$ cat config.mk
export PLATFORM = sky130hd
export DESIGN_NAME = mem_bus_arbiter_flat
export DESIGN_NICKNAME = d
export VERILOG_FILES = /design/src/rtl/mem_bus_arbiter_if.sv /design/src/rtl/mem_bus_arbiter.sv /design/src/flat_wrapper.sv
export SDC_FILE = /design/constraint.sdc
export NUM_CORES = 1
export LEC_CHECK = 0
export CORE_UTILIZATION = 37
export DETAILED_ROUTE_END_ITERATION = 10
export HOLD_SLACK_MARGIN = 0.03
export MAX_ROUTING_LAYER = met4
export PLACE_DENSITY = 0.74
export SETUP_SLACK_MARGIN = 0.02
export SLEW_MARGIN = 15
export SYNTH_ARGS = -nofsm -noshare
export SYNTH_HDL_FRONTEND = slang
export SYNTH_SLANG_ARGS = --single-unit
$ cat constraint.sdc
create_clock -name clk -period 2.71 [get_ports clk]
set_input_delay 0.6775 -clock clk [delete_from_list [all_inputs] [get_ports clk]]
set_output_delay 0.6775 -clock clk [all_outputs]
set_load 0.005 [all_outputs]
$ cat src/rtl/mem_bus_arbiter_if.sv
// Pipeline-side fetch/data ports, external memory bus and stall vector of mem_bus_arbiter.
// master = the arbiter; slave = the pipeline/memory environment around it.
interface mem_bus_arbiter_if;
  logic        stallreq_id;
  logic        stallreq_ex;
  logic        if_ce;
  logic [31:0] if_addr;
  logic [31:0] if_rdata;
  logic        mem_ce;
  logic        mem_we;
  logic [3:0]  mem_sel;
  logic [31:0] mem_addr;
  logic [31:0] mem_wdata;
  logic [31:0] mem_rdata;
  logic        bus_req;
  logic        bus_we;
  logic [3:0]  bus_sel;
  logic [31:0] bus_addr;
  logic [31:0] bus_wdata;
  logic [31:0] bus_rdata;
  logic        bus_ack;
  logic        bus_err;
  logic [5:0]  stall;

  modport master (
    input  stallreq_id, stallreq_ex, if_ce, if_addr, mem_ce, mem_we, mem_sel,
           mem_addr, mem_wdata, bus_rdata, bus_ack,
    output if_rdata, mem_rdata, bus_req, bus_we, bus_sel, bus_addr, bus_wdata,
           bus_err, stall
  );

  modport slave (
    output stallreq_id, stallreq_ex, if_ce, if_addr, mem_ce, mem_we, mem_sel,
           mem_addr, mem_wdata, bus_rdata, bus_ack,
    input  if_rdata, mem_rdata, bus_req, bus_we, bus_sel, bus_addr, bus_wdata,
           bus_err, stall
  );
endinterface

$ cat src/rtl/mem_bus_arbiter.sv
// Shares one memory bus between fetch and data ports (MEM first) and builds the pipeline stall vector.
// Optional MEM_BUS_TIMEOUT_EN aborts a bus cycle after TIMEOUT_CYCLES without ack and pulses bus_err.
module mem_bus_arbiter #(
  parameter int unsigned TIMEOUT_CYCLES = 255
) (
  input logic               clk,
  input logic               rst,
  mem_bus_arbiter_if.master bus
);
  typedef enum logic [1:0] {IDLE = 2'd0, BUSY_IF = 2'd1, BUSY_MEM = 2'd2} state_t;

  state_t      state_q, state_d;
  logic        req_q, req_d, we_q, we_d, err_q, err_d;
  logic [3:0]  sel_q, sel_d;
  logic [31:0] addr_q, addr_d, wdata_q, wdata_d;
  logic [31:0] if_rdata_q, if_rdata_d, mem_rdata_q, mem_rdata_d;
  logic        if_done_q, if_done_d, mem_done_q, mem_done_d;
  logic        tmo, fin_if, fin_mem, stallreq_if, stallreq_mem;
  logic [31:0] fin_data;
  logic [5:0]  stall;

`ifdef MEM_BUS_TIMEOUT_EN
  localparam int unsigned CW = ($clog2(TIMEOUT_CYCLES + 1) > 8) ? $clog2(TIMEOUT_CYCLES + 1) : 8;
  logic [CW-1:0] tmo_cnt;

  // Counter sits at zero in IDLE, so every grant starts a fresh count.
  always_ff @(posedge clk) begin
    if (rst || state_q == IDLE) tmo_cnt <= '0;
    else                        tmo_cnt <= tmo_cnt + 1'b1;
  end

  assign tmo = (state_q != IDLE) && !bus.bus_ack && (tmo_cnt == CW'(TIMEOUT_CYCLES - 1));
`else
  assign tmo = 1'b0;
`endif

  assign fin_if   = (state_q == BUSY_IF)  && (bus.bus_ack || tmo);
  assign fin_mem  = (state_q == BUSY_MEM) && (bus.bus_ack || tmo);
  assign fin_data = tmo ? 32'h0 : bus.bus_rdata;

  assign stallreq_mem = bus.mem_ce && !mem_done_q && !fin_mem;
  assign stallreq_if  = bus.if_ce  && !if_done_q  && !fin_if;

  always_comb begin
    stall = 6'b000000;
    if (rst)                                stall = 6'b000000;
    else if (stallreq_mem)                  stall = 6'b011111;
    else if (bus.stallreq_ex)               stall = 6'b001111;
    else if (bus.stallreq_id || stallreq_if) stall = 6'b000111;
  end

  always_comb begin
    state_d     = state_q;
    req_d       = req_q;
    we_d        = we_q;
    sel_d       = sel_q;
    addr_d      = addr_q;
    wdata_d     = wdata_q;
    err_d       = 1'b0;
    if_rdata_d  = if_rdata_q;
    mem_rdata_d = mem_rdata_q;
    // A done flag lives until its consuming pipeline register advances.
    if_done_d   = stall[1] ? if_done_q  : 1'b0;
    mem_done_d  = stall[4] ? mem_done_q : 1'b0;
    case (state_q)
      IDLE: begin
        if (bus.mem_ce && !mem_done_q) begin
          state_d = BUSY_MEM;
          req_d   = 1'b1;
          we_d    = bus.mem_we;
          sel_d   = bus.mem_sel;
          addr_d  = bus.mem_addr;
          wdata_d = bus.mem_wdata;
        end else if (bus.if_ce && !if_done_q) begin
          state_d = BUSY_IF;
          req_d   = 1'b1;
          we_d    = 1'b0;
          sel_d   = 4'b1111;
          addr_d  = bus.if_addr;
          wdata_d = 32'h0;
        end
      end
      BUSY_IF: begin
        if (fin_if) begin
          state_d    = IDLE;
          req_d      = 1'b0;
          err_d      = tmo;
          if_rdata_d = fin_data;
          if_done_d  = 1'b1;
        end
      end
      BUSY_MEM: begin
        if (fin_mem) begin
          state_d    = IDLE;
          req_d      = 1'b0;
          err_d      = tmo;
          mem_done_d = 1'b1;
          if (!we_q) mem_rdata_d = fin_data;
        end
      end
      default: state_d = IDLE;
    endcase
  end

  always_ff @(posedge clk) begin
    if (rst) begin
      state_q     <= IDLE;
      req_q       <= 1'b0;
      we_q        <= 1'b0;
      sel_q       <= 4'b0;
      addr_q      <= 32'h0;
      wdata_q     <= 32'h0;
      err_q       <= 1'b0;
      if_rdata_q  <= 32'h0;
      mem_rdata_q <= 32'h0;
      if_done_q   <= 1'b0;
      mem_done_q  <= 1'b0;
    end else begin
      state_q     <= state_d;
      req_q       <= req_d;
      we_q        <= we_d;
      sel_q       <= sel_d;
      addr_q      <= addr_d;
      wdata_q     <= wdata_d;
      err_q       <= err_d;
      if_rdata_q  <= if_rdata_d;
      mem_rdata_q <= mem_rdata_d;
      if_done_q   <= if_done_d;
      mem_done_q  <= mem_done_d;
    end
  end

  // Completing reads are forwarded in the ack cycle so the pipeline can advance immediately.
  assign bus.if_rdata  = (fin_if && !rst) ? fin_data : if_rdata_q;
  assign bus.mem_rdata = (fin_mem && !we_q && !rst) ? fin_data : mem_rdata_q;
  assign bus.bus_req   = req_q;
  assign bus.bus_we    = we_q;
  assign bus.bus_sel   = sel_q;
  assign bus.bus_addr  = addr_q;
  assign bus.bus_wdata = wdata_q;
  assign bus.bus_err   = err_q;
  assign bus.stall     = stall;
endmodule

$ cat src/flat_wrapper.sv
// flat-port wrapper written by rule: the top's interface ports become plain ports
module mem_bus_arbiter_flat 
#(
  parameter int unsigned TIMEOUT_CYCLES = 255
)
  (clk, rst, bus_stallreq_id, bus_stallreq_ex, bus_if_ce, bus_if_addr, bus_mem_ce, bus_mem_we, bus_mem_sel, bus_mem_addr, bus_mem_wdata, bus_bus_rdata, bus_bus_ack, bus_if_rdata, bus_mem_rdata, bus_bus_req, bus_bus_we, bus_bus_sel, bus_bus_addr, bus_bus_wdata, bus_bus_err, bus_stall);
  mem_bus_arbiter_if bus_i ();
  input logic clk;
  input logic rst;
  input wire logic [$bits(bus_i.stallreq_id)-1:0] bus_stallreq_id;
  input wire logic [$bits(bus_i.stallreq_ex)-1:0] bus_stallreq_ex;
  input wire logic [$bits(bus_i.if_ce)-1:0] bus_if_ce;
  input wire logic [$bits(bus_i.if_addr)-1:0] bus_if_addr;
  input wire logic [$bits(bus_i.mem_ce)-1:0] bus_mem_ce;
  input wire logic [$bits(bus_i.mem_we)-1:0] bus_mem_we;
  input wire logic [$bits(bus_i.mem_sel)-1:0] bus_mem_sel;
  input wire logic [$bits(bus_i.mem_addr)-1:0] bus_mem_addr;
  input wire logic [$bits(bus_i.mem_wdata)-1:0] bus_mem_wdata;
  input wire logic [$bits(bus_i.bus_rdata)-1:0] bus_bus_rdata;
  input wire logic [$bits(bus_i.bus_ack)-1:0] bus_bus_ack;
  output wire logic [$bits(bus_i.if_rdata)-1:0] bus_if_rdata;
  output wire logic [$bits(bus_i.mem_rdata)-1:0] bus_mem_rdata;
  output wire logic [$bits(bus_i.bus_req)-1:0] bus_bus_req;
  output wire logic [$bits(bus_i.bus_we)-1:0] bus_bus_we;
  output wire logic [$bits(bus_i.bus_sel)-1:0] bus_bus_sel;
  output wire logic [$bits(bus_i.bus_addr)-1:0] bus_bus_addr;
  output wire logic [$bits(bus_i.bus_wdata)-1:0] bus_bus_wdata;
  output wire logic [$bits(bus_i.bus_err)-1:0] bus_bus_err;
  output wire logic [$bits(bus_i.stall)-1:0] bus_stall;
  assign bus_i.stallreq_id = bus_stallreq_id;
  assign bus_i.stallreq_ex = bus_stallreq_ex;
  assign bus_i.if_ce = bus_if_ce;
  assign bus_i.if_addr = bus_if_addr;
  assign bus_i.mem_ce = bus_mem_ce;
  assign bus_i.mem_we = bus_mem_we;
  assign bus_i.mem_sel = bus_mem_sel;
  assign bus_i.mem_addr = bus_mem_addr;
  assign bus_i.mem_wdata = bus_mem_wdata;
  assign bus_i.bus_rdata = bus_bus_rdata;
  assign bus_i.bus_ack = bus_bus_ack;
  assign bus_if_rdata = bus_i.if_rdata;
  assign bus_mem_rdata = bus_i.mem_rdata;
  assign bus_bus_req = bus_i.bus_req;
  assign bus_bus_we = bus_i.bus_we;
  assign bus_bus_sel = bus_i.bus_sel;
  assign bus_bus_addr = bus_i.bus_addr;
  assign bus_bus_wdata = bus_i.bus_wdata;
  assign bus_bus_err = bus_i.bus_err;
  assign bus_stall = bus_i.stall;
  mem_bus_arbiter #(.TIMEOUT_CYCLES(TIMEOUT_CYCLES)) u_core (.clk(clk), .rst(rst), .bus(bus_i));
endmodule
* After elaboration in Yosys (flattened, before gate mapping)
Cells that the tools add are included.
** Cells by class
- Muxes and demuxes :: 30
- Div/mod/pow operators :: 0
- Multipliers :: 0
- $add $sub $neg :: 0
- Equality and inequality tests :: 5
- Reductions and logical operators :: 24
- Shift operators :: 0
- Bitwise operators :: 1
- Order comparisons :: 0
** Operators by type and width (number)
- $mux 32 :: 6
- $mux 6 :: 3
- $mux 1 :: 12
- $logic_and 1x1->1 :: 9
- $mux 2 :: 4
- $mux 4 :: 2
- $logic_not 1->1 :: 6
- $pmux 2 s3 :: 1
- $reduce_and 3->1 :: 2
- $ne 2x1->1 const B :: 2
- $reduce_and 2->1 :: 2
- $reduce_and 4->1 :: 1
- $mux 3 :: 1
- $ne 3x1->1 const B :: 1
- $pmux 1 s3 :: 1
- $reduce_bool 3->1 :: 1
- $eq 2x1->1 const B :: 1
- $eq 2x2->1 const B :: 1
- $logic_not 2->1 :: 1
- $reduce_bool 2->1 :: 1
- $logic_or 1x1->1 :: 1
- $not 1->1 :: 1
** Storage, ports and cells
- Register bits after elaboration :: 138
- Word-level logic and storage cells :: 70
- Output and inout port bits :: 141
- Bits in latches :: 0
- ROM bits :: 0
- Bits in writable memories :: 0
- Memories :: 0
- Input bits :: 140

* Depth between registers and ports, before layout
- Depth after elaboration :: 12
- Gate-level depth with buffers :: 8
- Gate-level depth less buffers :: 6

* Least setup slack after synthesis
Ideal clock, no wire load.
- Path type :: input to output
- From :: input bus_bus_ack
- To :: output bus_if_rdata[12]
- Stages on the path :: 6
- Slack :: 383 ps
- Data required time :: 2033 ps
- Buffers on the path :: 3
- Arrival time :: 1650 ps
- Cells stage by stage :: and2_1 > buf_2 > nand2b_1 > buf_2 > buf_6 > mux2_2
** On the way
- Longest elaborated chain between the ends :: 3
** Ends and longest elaborated chain
- start, declared :: line flat_wrapper.sv:20 : input wire logic [$bits(bus_i.bus_ack)-1:0] bus_bus_ack;
- $logic_and 1x1->1 :: line mem_bus_arbiter.sv:37 : assign fin_if = (state_q == BUSY_IF) && (bus.bus_ack || tmo);
- $logic_and 1x1->1 :: line mem_bus_arbiter.sv:134 : assign bus.if_rdata = (fin_if && !rst) ? fin_data : if_rdata_q;
- $mux 32 :: line mem_bus_arbiter.sv:134
- end, declared :: line flat_wrapper.sv:21 : output wire logic [$bits(bus_i.if_rdata)-1:0] bus_if_rdata;
No other way between the ends.

* Final worst setup path
- From :: register u_core.state_q[0]
- To :: output bus_if_rdata[7]
** On the way
- Longest elaborated chain between the ends :: 4
** Ends and longest elaborated chain
- start, declared :: line mem_bus_arbiter.sv:12 : state_t state_q, state_d;
- start signal, assigned :: line mem_bus_arbiter.sv:119 : state_q <= state_d;
- $eq 2x1->1 :: line mem_bus_arbiter.sv:37
- $logic_and 1x1->1 :: line mem_bus_arbiter.sv:37
- $logic_and 1x1->1 :: line mem_bus_arbiter.sv:134
- $mux 32 :: line mem_bus_arbiter.sv:134
No other way between the ends.

==> out/metrics.cfg <==
[worst_setup_path]
critPathTopFamily = buffers and inverters
critical_path.cell_chain = buf_6, ha_4, and2_4, nand2b_4, buf_6, buf_6, buf_6, mux2_4, buf_6
crit_path_end_kind = output port
slowest_delay_ns = 0.36
reg2reg_from = u_core.state_q[0]
crit_arrival_ns = 2.08
cp_common_cell = buf_6
path_class = flip-flop to output port
path_buf_inv = 5
critPathSlowestCell = dfxtp_4
required_ns = 2.03
startpoint = u_core.state_q[0]
critical_path.max_fanout = 5
start_kind = flip-flop

[synthesis]
synth_cells = 636
yosysSeqAreaShare = 0.475
ys_seq_elements = 138
yosysTopAreaCell = dfxtp_1
synth_area_leaders = dfxtp_1 48%, mux2_2 11%, nand2_1 8.5%
syn_area_mm2 = 0.00581
yosysWarningCount = 0
synth_area_per_cell_um2 = 9.14
synth.distinct_cells = 30
yosysTopAreaCellShare = 0.475

[sta]
fin_skew_ns = 0.0115
tightest_slew_ns = 0.611
drv_slew = 0
relSlewSlack = 0.593
fmax_ghz = 0.363
final.period_utilization = 1.02
worst_slack_ns = -0.0460
finalSetupTns_ns = -0.341
fin_crit_ns = 2.76
setup_viol = 13
rsz0062_at_grt = yes
hold_viol_final = 0
hold_slack_ns = 0.455

[clock_tree]
cts-htree-levels = 4
numClockSinks = 138
clk_latency_ns = 0.42
cts_tree = yes
cts-root-buf = clkbuf_16
clkSlewWorstSetupHoldPaths_ns = 0.05
clockBufferDepth = 2
numCtsBuffers = 17

[power]
powerDensity_mw_per_mm2 = 569
p_leak_nw = 4.35
peakVddDrop_v = 0.000419
total_power_w = 0.00590

[die]
ioPinCount = 281
die_h_um = 127
chipWidth_um = 127
placement_rows = 45
core_mm2 = 0.0153
dieArea_mm2 = 0.0162
start_util = 0.381

[hold_path]
min-delay-start = u_core.if_rdata_q[30]
min_path_type = flip-flop to flip-flop

[final_layout]
fin_cells = 1182
insertedDiodeCount = 0
final_common_cell = clkdlybuf4s50_1
fin_nets = 1103
layout-drive-gt1-share = 0.267
area_growth_pct = 78.5
final_cell_mix = 207 x clkdlybuf4s50_1, 136 x dfxtp_1, 131 x nand2_1, 80 x nor2_1, 70 x buf_6

[grt]
grt_max_degree = 69
grt_pass1_vias = 5628
grt_overflow = 0
antenna_found_initial = 0
grt_use_total = 0.249
grt_pass1_wl_um = 30300

[drt]
m1WireLength_um = 8480
wl_met2_um = 10500
totalWireLength_um = 20700
routed-via-count = 5976
wl_per_cell_um = 17.5
drt_first_pass_iters = 5
drc = 0
highest_layer = met4
ant_nets = 0
vias_per_cell = 5.06
drt_iter0_markers = 439
wl_met3_um = 1230

[place]
dp_cells = 1104
place_ws_ns = -0.533
io_buffer_count = 278
place.gp.congestion = 0.829
place_hpwl_um = 12200

[status]
status = complete, but fails checks
violations = negative setup slack

[job]
maxCapViolCount = 0

## layout make-up
type | count | area [um^2]
Fill cell | 1185 | 4880
Timing Repair Buffer | 361 | 3740
Multi-Input combinational cell | 439 | 3000
Sequential cell | 138 | 2770
Clock buffer | 19 | 433
Tap cell | 211 | 264
Clock inverter | 12 | 151
Inverter | 2 | 12.5
## registers in the layout, indices dropped and copies added, names as in the netlist
signal,flops
u_core.state_q,2
u_core.bus.bus_req,1
u_core.bus.bus_sel,4
u_core.mem_rdata_q,32
u_core.bus.bus_wdata,32
u_core.if_rdata_q,32
u_core.mem_done_q,1
u_core.if_done_q,1
u_core.bus.bus_addr,32
u_core.bus.bus_we,1
## logic make-up (layout without fill, tap and decap cells)
group	Yosys count	after routing	share of synthesized area
AOI/OAI and AO/OA	142	142	0.184
adders and majority gates	4	4	0.00861
muxes	64	64	0.124
other	1	2	0.000645
DFF	138	138	0.475
and+or+nand+nor	227	227	0.154
buffers and inverters	60	394	0.0542
## worst min-delay path, stage by stage, from the launching register on
cell and delay [ns]:
dfxtp_1 0.31, nand2_1 0.05, a21oi_1 0.05
## final timing paths
kind | slack [ns] | cells past startpoint | endpoint
setup / recovery | -0.05 | 9 | bus_if_rdata[7]
setup reg to reg | 0.61 | 10 | u_core.bus.bus_addr[0]
hold reg to reg | 0.46 | 2 | u_core.if_rdata_q[30]
hold / removal | 0.46 | 2 | u_core.if_rdata_q[30]
## where the power goes
group          total, W  internal [W]  switching [W]
logic           0.00131      0.000779       0.000535
registers       0.00228       0.00219      0.0000882
clock network   0.00231       0.00144       0.000876
## Yosys cell counts (all sizes together)
| library cell | n |
|---|---|
| a211oi | 2 |
| a21boi | 1 |
| a21oi | 36 |
| a22o | 32 |
| a22oi | 33 |
| a311oi | 33 |
| a31oi | 1 |
| and2 | 2 |
| buf | 41 |
| clkbuf | 17 |
| conb | 1 |
| dfxtp | 138 |
| ha | 4 |
| inv | 2 |
| mux2 | 64 |
| nand2 | 132 |
| nand2b | 3 |
| nor2 | 81 |
| nor2b | 3 |
| nor3 | 5 |
| nor3b | 1 |
| o21ai | 2 |
| o21ba | 1 |
| o22ai | 1 |
## layer usage
metal	track usage	vias up
li1	-	2868
met2	0.406	230
met5	-	-
met3	0.0611	44
met1	0.297	2834
met4	0.0938	0
## what timing repair did
item	4_1_cts	5_1_grt
gates resized for setup	286	134
pin swaps	4	3
hold buffers	0	0
cloned	6	0
setup buffers	36	9
setup endpoints to repair	69	67
## through the flow
step           area, um^2  utilization
6_report            10400        0.680
5_1_grt             10400        0.680
4_1_cts              9870        0.647
3_5_place_dp         8900        0.584
3_3_place_gp         8900        0.584
2_1_floorplan        5820            -
Power figures use the tool's default switching activity.
